## src/rtl/io_bank_pkg.sv

```systemverilog
// io_bank_pkg: shared types and constants for the IO bank sequencer.
//   bank_state_e   sequencer states
//   CFG_OE/PULL/IE bit positions inside a per-pad config word {oe_allow, pull_en, ie_en}
//   CFG_RST        per-pad config after reset: outputs blocked, pull on, input buffer on
package io_bank_pkg;

  typedef enum logic [2:0] {
    OFF      = 3'd0,
    WAIT_POC = 3'd1,
    IE_ON    = 3'd2,
    RAMP     = 3'd3,
    RUN      = 3'd4
  } bank_state_e;

  localparam int CFG_OE   = 2;
  localparam int CFG_PULL = 1;
  localparam int CFG_IE   = 0;

  localparam logic [2:0] CFG_RST = 3'b011;

  function automatic int max2(input int a, input int b);
    return (a > b) ? a : b;
  endfunction

endpackage

```

## src/rtl/io_sync2.sv

```systemverilog
// io_sync2: W-wide two-flop synchroniser with asynchronous active-high reset.
//   clk  in   sampling clock
//   rst  in   async reset, active-high (both stages clear to 0)
//   d    in   W  asynchronous input
//   q    out  W  synchronised output, 2-cycle latency
module io_sync2 #(
  parameter int W = 8
) (
  input  logic         clk,
  input  logic         rst,
  input  logic [W-1:0] d,
  output logic [W-1:0] q
);

  logic [W-1:0] meta;

  always_ff @(posedge clk or posedge rst) begin
    if (rst) begin
      meta <= '0;
      q    <= '0;
    end else begin
      meta <= d;
      q    <= meta;
    end
  end

endmodule

```

## src/rtl/io_bank_seq.sv

```systemverilog
// io_bank_seq: power-up sequencer and config controller for a bank of NPAD pads.
// Holds pads safe while poc=1, waits SETTLE clean cycles, enables input buffers,
// then releases output enables GRP pads every STEP cycles to limit SSO.
//   clk        in   bank clock
//   rst        in   async reset, active-high
//   poc        in   1 = IO supply not valid
//   cfg_vld    in   config write request
//   cfg_rdy    out  config write accept (write on cfg_vld & cfg_rdy)
//   cfg_addr   in   5     pad index; indices >= NPAD are accepted and dropped
//   cfg_wdata  in   3     {oe_allow, pull_en, ie_en}
//   do_core    in   NPAD  core output data
//   oe_core    in   NPAD  core output enable, active-high
//   pad_do     out  NPAD  pad DO (named pad_do because "do" is a reserved word)
//   oen        out  NPAD  pad OEN, active-low
//   ren        out  NPAD  pad REN, active-low pull enable
//   ie         out  NPAD  pad IE
//   di         in   NPAD  pad DI, asynchronous
//   di_sync    out  NPAD  di through a 2-flop synchroniser
//   bank_up    out  1 while in RUN
// Optional macro IO_BANK_BSCAN_OVR_EN adds bsen, bs_do, bs_oen: while bsen=1 and
// poc=0 the pad outputs follow the boundary-scan inputs instead of the sequencer.
//
// state    | meaning
// OFF      | supply invalid or just reset; pads held safe
// WAIT_POC | counting SETTLE consecutive poc=0 cycles
// IE_ON    | one cycle: input buffers enabled, first OE group released
// RAMP     | one more OE group released every STEP cycles
// RUN      | all groups released; bank usable
module io_bank_seq
  import io_bank_pkg::*;
#(
  parameter int NPAD   = 8,
  parameter int GRP    = 2,
  parameter int STEP   = 4,
  parameter int SETTLE = 16
) (
  input  logic            clk,
  input  logic            rst,
  input  logic            poc,
  input  logic            cfg_vld,
  output logic            cfg_rdy,
  input  logic [4:0]      cfg_addr,
  input  logic [2:0]      cfg_wdata,
  input  logic [NPAD-1:0] do_core,
  input  logic [NPAD-1:0] oe_core,
  output logic [NPAD-1:0] pad_do,
  output logic [NPAD-1:0] oen,
  output logic [NPAD-1:0] ren,
  output logic [NPAD-1:0] ie,
  input  logic [NPAD-1:0] di,
`ifdef IO_BANK_BSCAN_OVR_EN
  input  logic            bsen,
  input  logic [NPAD-1:0] bs_do,
  input  logic [NPAD-1:0] bs_oen,
`endif
  output logic [NPAD-1:0] di_sync,
  output logic            bank_up
);

  localparam int CW  = $clog2(max2(STEP, SETTLE) + 1);
  localparam int NRW = $clog2(NPAD + 1);

  bank_state_e     state, state_nxt;
  logic [CW-1:0]   cnt, cnt_nxt;
  logic [NRW-1:0]  n_rel, n_rel_nxt, rel_add;
  logic [2:0]      cfg_tbl [NPAD];
  logic [NPAD-1:0] released, oe_allow, pull_en, ie_en;
  logic [NPAD-1:0] do_nxt, oen_nxt, ie_nxt;
  logic            all_rel, ie_phase, rdy_nxt;

  always_comb begin
    for (int i = 0; i < NPAD; i++) begin
      released[i] = (i < int'(n_rel));
      oe_allow[i] = cfg_tbl[i][CFG_OE];
      pull_en[i]  = cfg_tbl[i][CFG_PULL];
      ie_en[i]    = cfg_tbl[i][CFG_IE];
    end
  end

  // Released pads are tracked as a count; the last group saturates at NPAD.
  assign all_rel = (n_rel == NRW'(NPAD));
  assign rel_add = (int'(n_rel) + GRP >= NPAD) ? NRW'(NPAD) : n_rel + NRW'(GRP);

  always_comb begin
    state_nxt = state;
    cnt_nxt   = cnt;
    n_rel_nxt = n_rel;
    if (poc) begin
      state_nxt = OFF;
      cnt_nxt   = '0;
      n_rel_nxt = '0;
    end else begin
      case (state)
        OFF: begin
          state_nxt = WAIT_POC;
          cnt_nxt   = CW'(SETTLE - 1);
        end
        WAIT_POC: begin
          if (cnt == '0) state_nxt = IE_ON;
          else           cnt_nxt   = cnt - CW'(1);
        end
        IE_ON: begin
          state_nxt = RAMP;
          n_rel_nxt = rel_add;
          cnt_nxt   = CW'(STEP - 1);
        end
        RAMP: begin
          if (all_rel) begin
            state_nxt = RUN;
          end else if (cnt == '0) begin
            n_rel_nxt = rel_add;
            cnt_nxt   = CW'(STEP - 1);
          end else begin
            cnt_nxt = cnt - CW'(1);
          end
        end
        RUN: ;
        default: state_nxt = OFF;
      endcase
    end
  end

  always_comb begin
    ie_phase = (state == IE_ON) || (state == RAMP) || (state == RUN);
    rdy_nxt  = (state_nxt == OFF) || (state_nxt == WAIT_POC) || (state_nxt == RUN);
    do_nxt   = do_core;
    oen_nxt  = poc ? '1 : ~(released & oe_allow & oe_core);
    ie_nxt   = (ie_phase && !poc) ? ie_en : '0;
`ifdef IO_BANK_BSCAN_OVR_EN
    if (bsen && !poc) begin
      do_nxt  = bs_do;
      oen_nxt = bs_oen;
      ie_nxt  = '1;
    end
`endif
  end

  always_ff @(posedge clk or posedge rst) begin
    if (rst) begin
      state <= OFF;
      cnt   <= '0;
      n_rel <= '0;
    end else begin
      state <= state_nxt;
      cnt   <= cnt_nxt;
      n_rel <= n_rel_nxt;
    end
  end

  // cfg_rdy is registered from the next state so it lines up with the state register.
  always_ff @(posedge clk or posedge rst) begin
    if (rst) begin
      cfg_rdy <= 1'b0;
      pad_do  <= '0;
      oen     <= '1;
      ren     <= '0;
      ie      <= '0;
      for (int i = 0; i < NPAD; i++) cfg_tbl[i] <= CFG_RST;
    end else begin
      cfg_rdy <= rdy_nxt;
      pad_do  <= do_nxt;
      oen     <= oen_nxt;
      ren     <= ~pull_en;
      ie      <= ie_nxt;
      for (int i = 0; i < NPAD; i++)
        if (cfg_vld && cfg_rdy && cfg_addr == 5'(i)) cfg_tbl[i] <= cfg_wdata;
    end
  end

  assign bank_up = (state == RUN);

  io_sync2 #(.W(NPAD)) u_di_sync (
    .clk (clk),
    .rst (rst),
    .d   (di),
    .q   (di_sync)
  );

endmodule
```

## config.mk

```make
export PLATFORM = sky130hd
export DESIGN_NAME = io_bank_seq
export DESIGN_NICKNAME = d
export VERILOG_FILES = /design/src/rtl/io_bank_pkg.sv /design/src/rtl/io_sync2.sv /design/src/rtl/io_bank_seq.sv
export SDC_FILE = /design/constraint.sdc
export NUM_CORES = 1
export LEC_CHECK = 0
export ABC_AREA = 1
export BUFFER_PORTS_ARGS = -buffer_cell sky130_fd_sc_hd__clkbuf_2
export CAP_MARGIN = 5
export CORE_MARGIN = 3
export CORE_UTILIZATION = 59
export CTS_BUF_LIST = sky130_fd_sc_hd__clkbuf_4 sky130_fd_sc_hd__clkbuf_8
export CTS_CLUSTER_DIAMETER = 60
export DETAILED_ROUTE_END_ITERATION = 10
export GPL_TIMING_DRIVEN = 0
export PLACE_DENSITY = 0.87
export SLEW_MARGIN = 40
export SYNTH_ARGS = -nofsm -noshare
export SYNTH_HDL_FRONTEND = slang
export SYNTH_SLANG_ARGS = --single-unit
```

## constraint.sdc

```tcl
create_clock -name clk -period 5.1 [get_ports clk]
set_input_delay 0.255 -clock clk [delete_from_list [all_inputs] [get_ports clk]]
set_output_delay 0.255 -clock clk [all_outputs]
set_load 0.05 [all_outputs]
```

==> impl_metrics.ini, run 1 <==
[critical_path]
crit_path_start = state[1]
cp-start-kind = register
r2r_start = cnt[0]
critPathBufInv = 2
cp.required_ns = 4.85
arrival_ns = 1.52
crit_fanout = 5
r2r-end = cnt[3]
reg2regPathDepth = 11
crit_cells = 4
critical-path-top-delay-family = flip-flops
max_stage_delay_ns = 0.44
worst_setup_path_end_kind = output pin
crit_end = bank_up
slowest_stage = dfrtp_1
worstPathCellList = nor2_1, inv_1, nor2_4, clkbuf_2
criticalPathCategory = reg -> out
r2r_setup_slack_ns = 3.56

[sta]
fmax_mhz = 563
skew_ns = 0.00987
setup_viol = 0
worst_slew_pin_slew_ns = 0.402
finalWorstPathRequiredPeriod_ns = 1.78
period_share_pct = 34.8
fin_hold_ws_ns = 0.0172
grt_setup_unrepaired = false
hold_viol = 0
drv_slew = 0
slew_headroom_pct = 73.2
setup_tns_ns = 0

[finish]
diodes = 0
final_common_cell = clkbuf_2
area_growth_pct = 23.8
nNetsFinal = 425
fill_cells = 279
post-route-util_pct = 78.8
mostFrequentLayoutCells = clkbuf_2 (77), nand2_1 (73), dfrtp_1 (60), inv_1 (40)
layout-drive-gt1-share_pct = 34.4
postLayoutCellArea_sq_um = 3870

[floorplanning]
start_util_pct = 63.6
core-area_sq_um = 4910
die_h_um = 78.8
ios = 78
rows = 25
die-area_sq_um = 6200
dieWidth_um = 78.8

[clocking]
cts_made_buffers = 9
cts_sinks = 84
clk_latency_ns = 0.34
cts_tree = built
postCtsSetupBuffers = 0
htreeDepth = 3
cts_root_buf = clkbuf_8
clk_path_buf_depth = 2
path_clk_slew_ns = 0.08

[pwr]
clockPowerShare_pct = 31.1
power_leakage_nw = 1.95
p_int_w = 0.00115
p_seq_share_pct = 49.8
combPwrFrac_pct = 19.1
power_density_nw_per_um2 = 426
vdd_drop_max_v = 0.000255
total_power_w = 0.00165
switchingPower_w = 0.000498
switching_share_pct = 30.2

[synth]
synth_seq_area_share_pct = 68.3
synthesis.area_sq_um = 3120
syn_inst = 293
syn_nets = 333
syn-mean-instance-area_sq_um = 10.7
ys_seq_elements = 84
ys_warn_count = 0
synth_cell_types = 25

[drt]
routed_wl_um = 6770
post-route-drc-count = 0
drt_iter0_drc = 157
routed_via_density = 5.14
vias = 2351
antenna_left = 0
firstDrtPassIters = 4
wl_per_cell_um = 14.8

[global_route]
grt_max_degree = 44
overflow = 0
grt_pass1_vias = 2323
grt_usage_pct = 23.5
grt_pass1_wl_um = 10900
antenna_found_initial = 0

[place]
place_hpwl_um = 4820
placed_cell_area_sq_um = 3620
gp_congestion = 0.874
port_buffers = 77

[min_path]
hold_path_class = in -> reg

[flow_run]
maxCapViolations = 0

[status]
status = finished, final reports clean
-- per-stage QoR --
stage               setup WS [ns]  std cells
floorplan                    2.72        293
global placement             2.00        437
detailed placement           3.63        438
CTS                          3.34        455
global route                 3.27        457
finish                       3.32        457
-- cell families after synthesis --
group	Yosys count	synth area share, %
simple gates	133	19.8
flops	84	68.3
buf+inv	43	5.41
compound gates	28	4.61
fa+ha+maj	4	1.60
xor+xnor	1	0.280
-- power by group through the flow --
stage	Combinational, W	Sequential, W	Clock, W
3_3_place_gp	0.000290	0.000824	0
3_5_place_dp	0.000310	0.000831	0
6_report	0.000315	0.000821	0.000512
4_1_cts	0.000317	0.000820	0.000518
2_1_floorplan	0.000144	0.000902	0
5_1_grt	0.000350	0.000831	0.000548
-- state kept, by name, summed over array words and instances, names as in the netlist --
register / flops
state: 3
cnt: 5
n_rel: 3
pad_do: 8
oen: 8
ie: 8
ren: 8
u_di_sync.q: 8
cfg_tbl: 24
cfg_rdy: 1
u_di_sync.meta: 8
-- cell type report --
| cell class | count | area [sq um] | area share (%) |
|---|---|---|---|
| clock buffer | 12 | 146 | 3.79 |
| timing repair buffer | 81 | 435 | 11.3 |
| inverter | 42 | 163 | 4.21 |
| clock inverter | 4 | 73.8 | 1.91 |
| buffer | 1 | 11.3 | 0.291 |
| tap | 67 | 83.8 | 2.17 |
| sequential | 84 | 2130 | 55.1 |
| multi-input combinational | 166 | 822 | 21.3 |
-- cell usage after synthesis, drive strengths merged --
cell type | number | share of area (%)
nand2 | 74 | 9.0
dfrtp | 60 | 48
inv | 42 | 5.0
nor2 | 28 | 4.0
o21ai | 26 | 4.3
dfstp | 24 | 20
nand3 | 15 | 3.1
nor3 | 7 | 1.4
nand4 | 6 | 1.2
ha | 4 | 1.6
a21oi | 2 | 0.32
nand3b | 2 | 0.88
buf | 1 | 0.36
or2 | 1 | 0.20
xor2 | 1 | 0.28
-- how the worst min path moves through the flow --
stage                            startpoint                end  slack (ns)  depth (start not counted)
after CTS                             di[1]  u_di_sync.meta[1]       0.005                          1
after global routing             do_core[6]          pad_do[6]       0.002                          1
final                            do_core[6]          pad_do[6]        0.02                          1
after detailed placement                rst     u_di_sync.q[1]        0.28                          2
after floorplan                  do_core[0]          pad_do[0]        0.29                          0
after global placement    u_di_sync.meta[7]     u_di_sync.q[7]        0.33                          0
-- metal layers --
layer | vias to the layer above | part of all wire, % | GRT usage (%) | wire length [um]
li1 | 1098 | - | - | -
met1 | 1124 | 39 | 28.1 | 2620
met2 | 116 | 52 | 39.6 | 3510
met3 | 13 | 7.5 | 6.35 | 507
met4 | 0 | 1.9 | 11.2 | 127
met5 | - | 0 | 0 | 0
-- what timing repair did --
item | 4_1_cts | 5_1_grt
gates resized for setup | 0 | 0
endpoints found under the setup margin | 0 | 0
hold buffers | 1 | 2
hold endpoints to repair | 25 | 2
Power figures use the tool's default switching activity.
==> run 2: changes to the inputs <==
CORE_UTILIZATION = 54   (was 59)
PLACE_DENSITY = 0.81   (was 0.87)
clock period = 1.76 ns   (was 5.1 ns; I/O delays follow)
==> run 2 against run 1 <==
Net effect:
- global-route usage decreased by 1.1 points
- critical path depth unchanged
- routed wire length decreased by 0.71%
- cell area increased by 6.5%
- utilization decreased by 4.4 points
- clock power increased to 2.5 times the previous value
- sequential power increased to 2.9 times the previous value
- first-iteration DRC count decreased by 44%
- clock-buffer cell count decreased by 3
- critical endpoint unchanged
- total power increased to 2.8 times the previous value
- via count decreased by 0.68%
==> impl_metrics.ini, run 2 (synthesized netlist as in run 1, its figures left out) <==
[status]
status = finished, final reports clean

[global_route]
grt_pass1_wl_um = 11000
antenna_found_initial = 0
overflow = 0
grt_usage_pct = 22.4
grt_max_degree = 29
grt_pass1_vias = 2318

[clocking]
cts_made_buffers = 9
cts_tree = built
path_clk_slew_ns = 0.08
postCtsSetupBuffers = 0
cts_sinks = 84
clk_path_buf_depth = 2
clk_latency_ns = 0.35
htreeDepth = 3
cts_root_buf = clkbuf_8

[sta]
setup_tns_ns = 0
drv_slew = 0
fin_ws_ns = 0.187
setup_viol = 0
hold_viol = 0
fin_hold_ws_ns = 0.0475
fmax_mhz = 636
worst_slew_pin_slew_ns = 0.383
finalWorstPathRequiredPeriod_ns = 1.57
grt_setup_unrepaired = false
period_share_pct = 89.4
skew_ns = 0.0110
slew_headroom_pct = 74.4

[finish]
area_growth_pct = 31.9
top_register = cfg_tbl
layout-drive-gt1-share_pct = 32.9
fill_cells = 371
ff_latch_area_sq_um = 2130
multiInputGateArea_sq_um = 822
diodes = 0
mostFrequentLayoutCells = clkbuf_2 (77), nand2_1 (73), dfrtp_1 (60), inv_1 (40), dlygate4sd3_1 (25)
nNetsFinal = 449
largest_reg_flops = 24
final_common_cell = clkbuf_2
postLayoutCellArea_sq_um = 4120

[place]
gp_congestion = 0.787
port_buffers = 77
place_hpwl_um = 4690
placed_cell_area_sq_um = 3680
place_ws_ns = 0.326

[critical_path]
reg2regPathDepth = 11
critical-path-top-delay-family = flip-flops
max_stage_delay_ns = 0.43
worst_setup_path_end_kind = output pin
r2r_setup_slack_ns = 0.32
r2r-end = cnt[2]
arrival_ns = 1.48
r2r_start = cnt[0]
cp.required_ns = 1.67
criticalPathCategory = reg -> out
crit_fanout = 5
cp-start-kind = register
worstPathCellList = nor2_1, inv_1, nor2_4, clkbuf_2
critPathBufInv = 2
slowest_stage = dfrtp_1

[min_path]
hold_path_class = in -> reg
whs_endpoint = state[2]
hold_depth = 2
min_from = poc

[drt]
routed_via_density = 4.80
vias = 2335
wl_per_cell_um = 13.8
firstDrtPassIters = 4
drt_iter0_drc = 88
post-route-drc-count = 0
routed_wl_um = 6720
antenna_left = 0

[floorplanning]
ios = 78
dieWidth_um = 82.1
core-area_sq_um = 5540
start_util_pct = 56.4
die_h_um = 82.1
rows = 27
die-area_sq_um = 6730

[pwr]
total_power_w = 0.00460
power_leakage_nw = 2.04
vdd_drop_max_v = 0.000676
power_density_nw_per_um2 = 1120

[flow_run]
maxCapViolations = 0
-- run 2: changes by cell type in the layout (fill, tap and decap cells not counted), sizes merged --
cell,before,now
clkinvlp,0,3
buf,2,4
clkinv,2,1
dlygate4sd3,3,25
clkbuf,89,86
bufinv,2,0
inv,42,45
-- run 2: worst max-delay path by stage --
stage,start,endpoint,cells past startpoint
finish,state[1],bank_up,4
global route,state[1],bank_up,4
CTS,state[1],bank_up,4
detailed placement,cnt[0],cnt[2],11
global placement,rst,cnt[3],2
floorplan,cfg_rdy,cfg_tbl[17],5
-- run 2: report_power, final --
part           total [W]  leakage, nW  internal (W)  switching [W]
clock            0.00129       0.0918      0.000549       0.000740
combinational   0.000941        0.967      0.000304       0.000637
sequential       0.00237        0.980       0.00222       0.000150
-- run 2: layout make-up --
cell class	count	area share [%]
flip-flops and latches	84	51.8
multi-input cells	166	20.0
repair buffers	105	17.3
inverters	42	3.92
clock buffers	9	3.01
well taps	72	2.19
clock inverters	7	1.61
plain buffers	1	0.273
-- run 2: layer usage --
metal  vias up  track usage, %  part of all wire, %
li1       1150               -                    -
met1      1111            26.1                   41
met2        65            40.8                   53
met3         9            4.93                  4.8
met4         0            6.98                  1.4
met5         -               0                    0
-- run 2: timing repair --
action | CTS | global route
hold buffers | 25 | 0
resized for setup | 0 | 0
endpoints found under the hold margin | 60 | 0
-- run 2: stage by stage --
step	instances	utilization, %
after floorplan	293	-
after global placement	442	65.0
after detailed placement	445	66.4
after CTS	486	74.3
after global routing	486	74.3
final	486	74.3
